File: src/rtl/serializer_pkg.sv
`default_nettype none
// ============================================================================
// Module      : serializer_pkg
// Description : Shared constants and length decode for the serializer.
// Revision    : 1.0 - initial release
// ============================================================================
package serializer_pkg;

    localparam int DATA_W  = 16;
    localparam int MOD_W   = 4;
    localparam int MIN_LEN = 3;

    // A length field of zero encodes a full-width word.
    function automatic int decode_len(input int mod, input int data_w);
        return (mod == 0) ? data_w : mod;
    endfunction

endpackage : serializer_pkg
`default_nettype wire

File: src/rtl/serializer.sv
`default_nettype none
// ============================================================================
// Module      : serializer
// Description : Parallel-to-serial transmitter, LSB first, with one pending
//               slot so consecutive words stream without gaps.
// Revision    : 1.0 - initial release
// ============================================================================
module serializer
    import serializer_pkg::*;
#(
    parameter int DATA_W = serializer_pkg::DATA_W,
    parameter int MOD_W  = serializer_pkg::MOD_W
) (
    input  logic              clk_i,
    input  logic              srst_i,
    input  logic [DATA_W-1:0] data_i,
    input  logic [MOD_W-1:0]  data_mod_i,
    input  logic              data_val_i,
    output logic              ready_o,
    output logic              ser_data_o,
    output logic              ser_data_val_o,
    output logic              busy_o
);

    localparam int LEN_W = MOD_W + 1;

    if (MOD_W != $clog2(DATA_W)) begin : g_bad_mod_w
        $error("serializer: MOD_W must equal $clog2(DATA_W)");
    end

    logic [DATA_W-1:0] r_shift;
    logic [LEN_W-1:0]  r_cnt;
    logic [DATA_W-1:0] r_pend_data;
    logic [LEN_W-1:0]  r_pend_len;
    logic              r_pend_val;

    logic [LEN_W-1:0]  w_len;
    logic              w_len_ok;
    logic              w_accept;
    logic              w_load;
    logic              w_active;
    logic              w_last;
    logic              w_free;

    assign w_len    = LEN_W'(decode_len(int'(data_mod_i), DATA_W));
    assign w_len_ok = (data_mod_i == '0) || (data_mod_i >= MOD_W'(MIN_LEN));
    assign w_accept = data_val_i & ~r_pend_val & ~srst_i;
    // Too-short words are accepted but never stored.
    assign w_load   = w_accept & w_len_ok;

    assign w_active = (r_cnt != '0);
    assign w_last   = (r_cnt == LEN_W'(1));
    assign w_free   = ~w_active | w_last;

    always_ff @(posedge clk_i) begin
        if (srst_i) begin
            r_shift     <= '0;
            r_cnt       <= '0;
            r_pend_data <= '0;
            r_pend_len  <= '0;
            r_pend_val  <= 1'b0;
        end else if (w_free) begin
            // Shifter is idle or on its last bit: refill so the next word follows with no gap.
            if (r_pend_val) begin
                r_shift    <= r_pend_data;
                r_cnt      <= r_pend_len;
                r_pend_val <= 1'b0;
            end else if (w_load) begin
                r_shift <= data_i;
                r_cnt   <= w_len;
            end else begin
                r_shift <= '0;
                r_cnt   <= '0;
            end
        end else begin
            r_shift <= r_shift >> 1;
            r_cnt   <= r_cnt - LEN_W'(1);
            if (w_load) begin
                r_pend_data <= data_i;
                r_pend_len  <= w_len;
                r_pend_val  <= 1'b1;
            end
        end
    end

    assign ready_o        = srst_i | ~r_pend_val;
    assign ser_data_val_o = w_active & ~srst_i;
    assign ser_data_o     = r_shift[0] & ser_data_val_o;
    assign busy_o         = ~srst_i & (w_active | r_pend_val);

endmodule : serializer
`default_nettype wire

File: config.mk
export PLATFORM = sky130hd
export DESIGN_NAME = serializer
export DESIGN_NICKNAME = d
export VERILOG_FILES = /design/src/rtl/serializer_pkg.sv /design/src/rtl/serializer.sv
export SDC_FILE = /design/constraint.sdc
export NUM_CORES = 1
export LEC_CHECK = 0
export ABC_AREA = 1
export CORE_ASPECT_RATIO = 0.5
export CORE_MARGIN = 8
export CORE_UTILIZATION = 40
export CTS_CLUSTER_SIZE = 16
export DETAILED_ROUTE_END_ITERATION = 16
export GPL_TIMING_DRIVEN = 0
export PLACE_DENSITY = 0.71
export SETUP_SLACK_MARGIN = 0.02
export SLEW_MARGIN = 40
export SYNTH_ARGS = -nofsm -noshare
export SYNTH_HDL_FRONTEND = slang
export SYNTH_SLANG_ARGS = --single-unit
export TNS_END_PERCENT = 50
File: constraint.sdc
create_clock -name clk_i -period 1.9 [get_ports clk_i]
set_input_delay 0.57 -clock clk_i [delete_from_list [all_inputs] [get_ports clk_i]]
set_output_delay 0.57 -clock clk_i [all_outputs]
set_load 0.01 [all_outputs]
; ---- Yosys cells after proc, flatten, opt, wreduce, memory -nomap -nowiden
; Index checks and enable logic that the tools add are counted.
[classes]
n_addsub = 1
multipliers = 0
n_div = 0
magnitude_cmp = 1
n_eq_ne = 1
shifts = 0
n_mux = 7
bitwise = 13
n_reduce_logical = 7
[op_table]
columns = cell, count
row1 = 2-to-1 mux 16 bit, 2
row2 = 2-to-1 mux 5 bit, 4
row3 = 2-to-1 mux 15 bit, 1
row4 = logical NOT 4 bit, 2
row5 = AND 1 bit, 6
row6 = "== test 5 x 1 -> 1 bit, second input constant", 1
row7 = nonzero test 5 bit, 1
row8 = "subtractor 5 x 1 -> 5 bit, second input constant", 1
row9 = ">= comparator 4 x 2 -> 1 bit, second input constant", 1
row10 = inverter 1 bit, 4
row11 = OR reduction 2 bit, 2
row12 = OR 1 bit, 3
row13 = AND reduction 2 bit, 1
row14 = logical OR 1 bit, 1
[totals]
reg_bits = 43
latch_bits = 0
ramBits = 0
romBits = 0
inputBits = 23
wordCells = 36
mem_count = 0

; ---- Longest topological paths before layout
; Gate-level depths: netlist (run 1).
[depth]
ltp_word = 7
mapped_depth = 10

; ---- Worst setup path before layout (run 1)
; OpenSTA, ideal clock, no wires.
[synth_path]
kind = reg2out
startpoint = register r_pend_val
endpoint = output port busy_o
arrival_ns = 1.059
required_ns = 1.330
slack_ns = 0.271
path_stages_with_launch = 5
path_buffers = 2
cell_sequence = dfxtp_1 -> buf_6 -> clkbuf_1 -> nand2_1 -> nand2_1
[synth_via]
elab_chain_cells = 2
[synth_rtl]
columns = element, line
row1 = "start, declared", serializer.sv:35  ; logic r_pend_val;
row2 = "start signal, assigned", serializer.sv:61  ; r_pend_val <= 1'b0;
row3 = "start signal, assigned", serializer.sv:67  ; r_pend_val <= 1'b0;
row4 = "start signal, assigned", serializer.sv:81  ; r_pend_val <= 1'b1;
row5 = OR 1 bit, serializer.sv:89  ; assign busy_o = ~srst_i & (w_active | r_pend_val);
row6 = AND 1 bit, serializer.sv:89
row7 = "end, declared", serializer.sv:22  ; output logic busy_o
; No other way between the ends.

; ---- Final worst setup path (run 1)
[layout_path]
startpoint = register r_cnt[2]
endpoint = output port busy_o
[layout_via]
elab_chain_cells = 3
[layout_rtl]
columns = element, line
row1 = "start, declared", serializer.sv:32  ; logic [LEN_W-1:0] r_cnt;
row2 = "start signal, assigned", serializer.sv:66  ; r_cnt <= r_pend_len;
row3 = "start signal, assigned", serializer.sv:70  ; r_cnt <= w_len;
row4 = "start signal, assigned", serializer.sv:77  ; r_cnt <= r_cnt - LEN_W'(1);
row5 = nonzero test 5 bit, serializer.sv:51  ; assign w_active = (r_cnt != '0);
row6 = OR 1 bit, serializer.sv:89
row7 = AND 1 bit, serializer.sv:89
; No other way between the ends.

==> results by group, run 1 <==
Drt
  – Routed wire length per instance: 11.3 um
  – Vias per cell: 4.57
  – Drc violations: 0
  – Detailed Routing Iterations Pass 1: 4
  – First DRT Iteration DRCs: 43
  – Antenna-violating nets left: 0
  – Routed via count: 1,774
  – Drt total wl: 4370 um

Power and ir drop
  – Power Total: 0.00323 W
  – Max rail drop VDD: 0.000486 V
  – Leakage Power: 1.17 nW
  – Pwr dens: 1270 nW/um^2

Place
  – Number of cells after detailed placement: 377
  – Number of I/O port buffers: 26
  – Final HPWL from detailed placement: 3200 um
  – Placement-stage cell area: 2390 um^2
  – Routability cong.: 0.876

Clock tree
  – Worst skew pair latency: 0.30 ns
  – Clk sink count: 43
  – Number of buffers created by CTS: 5
  – Cell at the root of the clock tree: sky130_fd_sc_hd__clkbuf_8
  – CTS max path bufs: 2
  – Clock tree from TritonCTS: yes
  – Clock transition at the registers of the reported paths: 0.08 ns
  – # H-tree levels: 2
  – CTS Hold Buffers Added: 0

Setup path
  – Cell at the slowest stage of the critical path: sky130_fd_sc_hd__dfxtp_4
  – Startpoint of the most critical register-to-register path: r_cnt[1]$_SDFF_PP0_
  – Data required time of the worst path: 1.33 ns
  – Reg-to-reg setup timing slack: 0.19 ns
  – Reg2reg path depth: 11
  – Slowest cell delay on critical path: 0.35 ns
  – Startpoint type of the worst setup path: flop
  – Worst flop-to-flop path endpoint: r_shift[11]$_SDFF_PP0_
  – CP most frequent cell: sky130_fd_sc_hd__nand2_2
  – Crit path buf inv count: 2
  – Worst setup EP type: output pin
  – Cell chain of the critical path: nor2_4, nand2_2, nor2_2, inv_1, nand2_2, nand2_1, buf_2
  – Type of the worst setup path: reg -> out
  – CP Data Arrival Time: 1.24 ns
  – Cell family contributing the most delay on the critical path: simple AND/OR/NAND/NOR gates
  – Critical path peak fanout: 3

Logic synthesis
  – Cell area after synthesis: 2040 um^2
  – EDFF count, synth: 0
  – Number of warnings issued by yosys: 0
  – Mean instance size in the synthesized netlist: 7.26 um^2
  – Dominant register cell in the synthesized netlist: sky130_fd_sc_hd__dfxtp_1
  – Sequential share of the synthesized area: 42.2%
  – Top area cells in the synthesized netlist: sky130_fd_sc_hd__dfxtp_1, sky130_fd_sc_hd__nand2_1, sky130_fd_sc_hd__nor2_1
  – Top cells by instance count after synthesis: sky130_fd_sc_hd__nand2_1, sky130_fd_sc_hd__nor2_1, sky130_fd_sc_hd__dfxtp_1
  – Instance count of the mapped netlist: 281
  – Yosys top cell area share: 42.2%
  – Post-synth net total: 307
  – Number of distinct library cells after synthesis: 23
  – Flip-flop and latch count after synthesis: 43
  – Library cell with the largest summed area after synthesis: sky130_fd_sc_hd__dfxtp_1
  – Most repeated cell in the gate-level netlist after synthesis: sky130_fd_sc_hd__nand2_1
  – Async SR Flop Fraction: 0%

STA
  – Final clock period utilization by the worst path: 95.1%
  – Max_slew headroom: 69.5%
  – Max-slew violations: 0
  – Count of final hold-check violations: 0
  – Unrepaired setup endpoints after global routing: yes
  – Highest Clock Rate: 553 MHz
  – Post-route clock skew: 0.00528 ns
  – Tightest Pin Transition: 0.458 ns
  – Final setup violation count: 0
  – Shortest period the worst path allows: 1.81 ns
  – Total negative setup slack: 0 ns

Final layout
  – ANT cells: 0
  – Number of standard cells in the layout, taps in and fillers out: 388
  – Total area of multi-input combinational cells: 983 um^2
  – Layout cell share with drive strength beyond 1: 17.6%
  – Total Nets Final: 343
  – Cell area after layout: 2550 um^2
  – Storage element area: 868 um^2
  – Area growth from synthesis to layout: 24.9%
  – Number of filler cells placed in the layout: 479

Die
  – Die X-Extent: 117 um
  – Num rows: 18
  – Floorplan die area: 7780 um^2
  – Core footprint: 4910 um^2
  – Initial standard-cell utilization of the core: 41.5%
  – Die outline height: 66.5 um
  – Number of primary I/O pins: 27

GRT
  – First-pass GRT wire length: 7330 um
  – Total congestion overflow after global routing: 0
  – Met2 usage in global routing: 19.6%
  – Met1 routing resource usage after global routing: 14.1%
  – Largest net degree at the start of global routing: 19
  – Busiest layer in global routing: met2
  – Met3 Resource Use GR: 4.42%
  – Number of global-route vias before repair: 1,680
  – Number of antenna violations at the first check in global routing: 0
  – Tot GR Track Use: 12.2%

Worst hold path
  – End of the worst hold path: r_shift[1]$_SDFF_PP0_
  – Hold path start: r_shift[2]$_SDFF_PP0_
  – Min-Delay Path Class: reg -> reg
  – Number of cells on the worst hold path: 2

Job
  – MaxCap Viol Count: 0

Status
  – Result of the run: finished, final reports clean
==> cell usage in the layout (no fill, tap or decap), drive strengths merged <==
cell type,n
clkdlybuf4s50,21
inv,37
bufinv,1
clkinv,2
ha,3
mux2i,15
nand3,5
nand4,2
o21bai,1
a21oi,10
dlygate4sd2,1
buf,15
nor3,1
nand2,78
clkbuf,8
nor2,55
o21ai,20
dfxtp,43
==> report_power, final <==
group / internal, W / switching [W]
clock network: 0.000391 / 0.000317
registers: 0.00111 / 0.0000900
logic: 0.000536 / 0.000789
==> routing by layer <==
metal,vias to the layer above,part of all wire (%)
met3,5,5.4
met4,0,1.7
li1,929,-
met2,25,47
met5,-,0
met1,815,46
==> logic make-up after synthesis <==
family | count (synthesis) | synth area share (%)
AO/OA/AOI/OAI | 31 | 9.39
adder cells (fa/ha/maj) | 3 | 1.84
buffers and inverters | 48 | 10.7
flip-flops | 43 | 42.2
multiplexers | 15 | 7.36
AND/OR/NAND/NOR | 141 | 28.5
==> through the flow <==
step / setup slack, ns / hold WS [ns] / util [%]
3_3_place_gp: -0.767 / 0.411 / 48.6
6_report: 0.0925 / 0.433 / 51.9
5_1_grt: -0.00129 / 0.466 / 51.9
3_5_place_dp: -0.788 / 0.418 / 48.6
4_1_cts: -0.0466 / 0.437 / 50.9
2_1_floorplan: 0.271 / 0.406 / -
==> state kept, by name, indices dropped and copies added, names as in the netlist <==
name         cells
r_cnt            5
r_pend_len       5
r_shift         16
r_pend_data     16
r_pend_val       1
==> how the worst max path moves through the flow <==
stage,startpoint,to,cells after the start
5_1_grt,r_cnt[2]$_SDFF_PP0_,busy_o,7
3_5_place_dp,srst_i,ser_data_o,5
3_3_place_gp,srst_i,ser_data_o,5
2_1_floorplan,r_pend_val$_SDFFE_PP0N_,busy_o,4
6_report,r_cnt[2]$_SDFF_PP0_,busy_o,7
4_1_cts,r_cnt[0]$_SDFF_PP0_,ser_data_val_o,8
==> final cells by class <==
type,count,share of cell area (%)
timing repair buffer,30,10.8
clock inverter,3,1.72
buffer,10,3.09
sequential,43,34.1
clock buffer,5,2.70
multi-input combinational,190,38.6
tap,70,3.44
inverter,37,5.55
==> tightest hold or removal path, delay by kind of cell, from the launching register on <==
| kind | cells | cell delay [ns] |
|---|---|---|
| AO/OA/AOI/OAI | 1 | 0.05 |
| flip-flops | 1 | 0.31 |
| AND/OR/NAND/NOR | 1 | 0.04 |
==> what timing repair did <==
item                                    CTS  global route
buffers inserted                          2             2
endpoints found under the setup margin    4            11
pin swaps                                 0             4
resized for setup                        21            15
Power figures use the tool's default switching activity.
==> inputs of run 2 (changes only) <==
- SKIP_LAST_GASP: unset -> 1
==> run 2 against run 1 <==
Routed wire length is essentially flat. Sequential power is essentially flat. Clock skew is essentially flat. Largest cell class unchanged. Design area shrank 0.25%. Hold slack is essentially flat. Critical endpoint is now ser_data_o.
==> results by group, run 2 (same netlist as run 1, synthesis figures left out) <==
Drt
  – Antenna-violating nets left: 0
  – Routed wire length per instance: 11.3 um
  – Vias per cell: 4.58
  – Drc violations: 0
  – Routed met2 length: 2050 um
  – Routed wire length on met3: 217 um
  – First DRT Iteration DRCs: 43
  – Met1 wire length: 2030 um
  – Uppermost layer routed: met4
  – Detailed Routing Iterations Pass 1: 4
  – Drt total wl: 4380 um
  – Routed via count: 1,777

STA
  – Max-slew violations: 0
  – Count of final hold-check violations: 0
  – Post-route clock skew: 0.00513 ns
  – Max_slew headroom: 69.5%
  – Shortest period the worst path allows: 1.81 ns
  – Post-route worst hold slack: 0.433 ns
  – Highest Clock Rate: 552 MHz
  – Final clock period utilization by the worst path: 95.3%
  – Tightest Pin Transition: 0.458 ns
  – Unrepaired setup endpoints after global routing: yes
  – Final setup violation count: 0

Setup path
  – Cell chain of the critical path: inv_2, ha_4, inv_2, nor2_2, inv_1, nand2_2, nor2_1, buf_2
  – Cell at the slowest stage of the critical path: sky130_fd_sc_hd__dfxtp_2
  – Data required time of the worst path: 1.33 ns
  – Slowest cell delay on critical path: 0.34 ns
  – Critical path peak fanout: 3
  – Type of the worst setup path: reg -> out
  – CP most frequent cell: sky130_fd_sc_hd__inv_2
  – Startpoint type of the worst setup path: flop
  – Worst setup EP type: output pin
  – CP Data Arrival Time: 1.24 ns

Die
  – Floorplan die area: 7780 um^2
  – Die X-Extent: 117 um
  – Die outline height: 66.5 um
  – Num rows: 18
  – Number of primary I/O pins: 27
  – Core footprint: 4910 um^2
  – Initial standard-cell utilization of the core: 41.5%

Status
  – Result of the run: finished, final reports clean

Final layout
  – Number of filler cells placed in the layout: 479
  – Cell area after layout: 2540 um^2
  – Most frequent cells in the layout: sky130_fd_sc_hd__nand2_1, sky130_fd_sc_hd__nor2_1, sky130_fd_sc_hd__dfxtp_1
  – Most frequent standard cell in the layout excluding fill and tap cells: sky130_fd_sc_hd__nand2_1
  – Post-layout util: 51.8%
  – Number of standard cells in the layout, taps in and fillers out: 388
  – Total Nets Final: 343
  – Layout cell share with drive strength beyond 1: 17.6%
  – Area growth from synthesis to layout: 24.6%
  – ANT cells: 0
  – Storage element area: 868 um^2
  – Registers with the most flip-flops: r_pend_data: 16 flops, r_shift: 16 flops
  – Total area of multi-input combinational cells: 983 um^2

Place
  – Number of I/O port buffers: 26
  – Placement-stage cell area: 2390 um^2
  – Routability cong.: 0.876
  – Final HPWL from detailed placement: 3200 um
  – Number of cells after detailed placement: 377

Clock tree
  – Worst skew pair latency: 0.30 ns
  – Clk sink count: 43
  – Clock transition at the registers of the reported paths: 0.08 ns
  – Number of buffers created by CTS: 5
  – Clock tree from TritonCTS: yes
  – Cell at the root of the clock tree: sky130_fd_sc_hd__clkbuf_8
  – CTS max path bufs: 2
  – # H-tree levels: 2

Power and ir drop
  – Pwr dens: 1270 nW/um^2
  – Max rail drop VDD: 0.000486 V
  – Power Total: 0.00322 W
  – Leakage Power: 1.17 nW

GRT
  – Number of antenna violations at the first check in global routing: 0
  – Number of global-route vias before repair: 1,677
  – First-pass GRT wire length: 7320 um
  – Tot GR Track Use: 12.2%
  – Largest net degree at the start of global routing: 19
  – Total congestion overflow after global routing: 0

Worst hold path
  – Min-Delay Path Class: reg -> reg

Job
  – MaxCap Viol Count: 0
[run 2: cell types whose count changed in the layout (fill, tap and decap cells not counted)]
| cell | delta |
|---|---|
| sky130_fd_sc_hd__buf_6 | -1 |
| sky130_fd_sc_hd__clkbuf_2 | +1 |
[run 2: path summary, 6_finish.rpt]
check / from / end / slack (ns) / depth (start not counted)
hold reg to reg: r_shift[2]$_SDFF_PP0_ / r_shift[1]$_SDFF_PP0_ / 0.43 / 2
setup / recovery: r_cnt[0]$_SDFF_PP0_ / ser_data_o / 0.09 / 8
setup reg to reg: r_cnt[1]$_SDFF_PP0_ / r_shift[11]$_SDFF_PP0_ / 0.19 / 11
hold / removal: r_shift[2]$_SDFF_PP0_ / r_shift[1]$_SDFF_PP0_ / 0.43 / 2
[run 2: critical path: cells and delay by family (launching register included)]
kind	cells	cell delay, ns
buffers and inverters	4	0.28
DFF	1	0.34
adders and majority gates	1	0.14
and+or+nand+nor	3	0.17
[run 2: layer usage]
layer / global-route usage, % / vias to the layer above
li1: - / 930
met1: 14.1 / 819
met2: 19.6 / 23
met3: 4.33 / 5
met4: 6.48 / 0
met5: 0 / -
[run 2: layout make-up]
class,instances,area share [%]
Tap cell,70,3.45
Buffer,10,3.10
Clock buffer,5,2.71
Sequential cell,43,34.2
Inverter,37,5.56
Timing Repair Buffer,30,10.6
Clock inverter,3,1.72
Multi-Input combinational cell,190,38.7
[run 2: where the power goes]
group	leakage [nW]	switching (W)	internal, W
Clock	0.0581	0.000317	0.000391
Sequential	0.352	0.0000904	0.00111
Combinational	0.758	0.000786	0.000524
[run 2: metrics by stage]
stage,setup TNS (ns),worst slack (ns)
5_1_grt,-0.00129,-0.00129
2_1_floorplan,0,0.271
3_5_place_dp,-8.92,-0.788
4_1_cts,-0.150,-0.0752
6_report,0,0.0890
3_3_place_gp,-7.47,-0.767
[run 2: repair_timing]
item                       CTS  global route
setup buffers                2             2
pin swaps                    0             4
setup endpoints to repair    4            11
hold buffers                 0             0
gates resized for setup     19            15
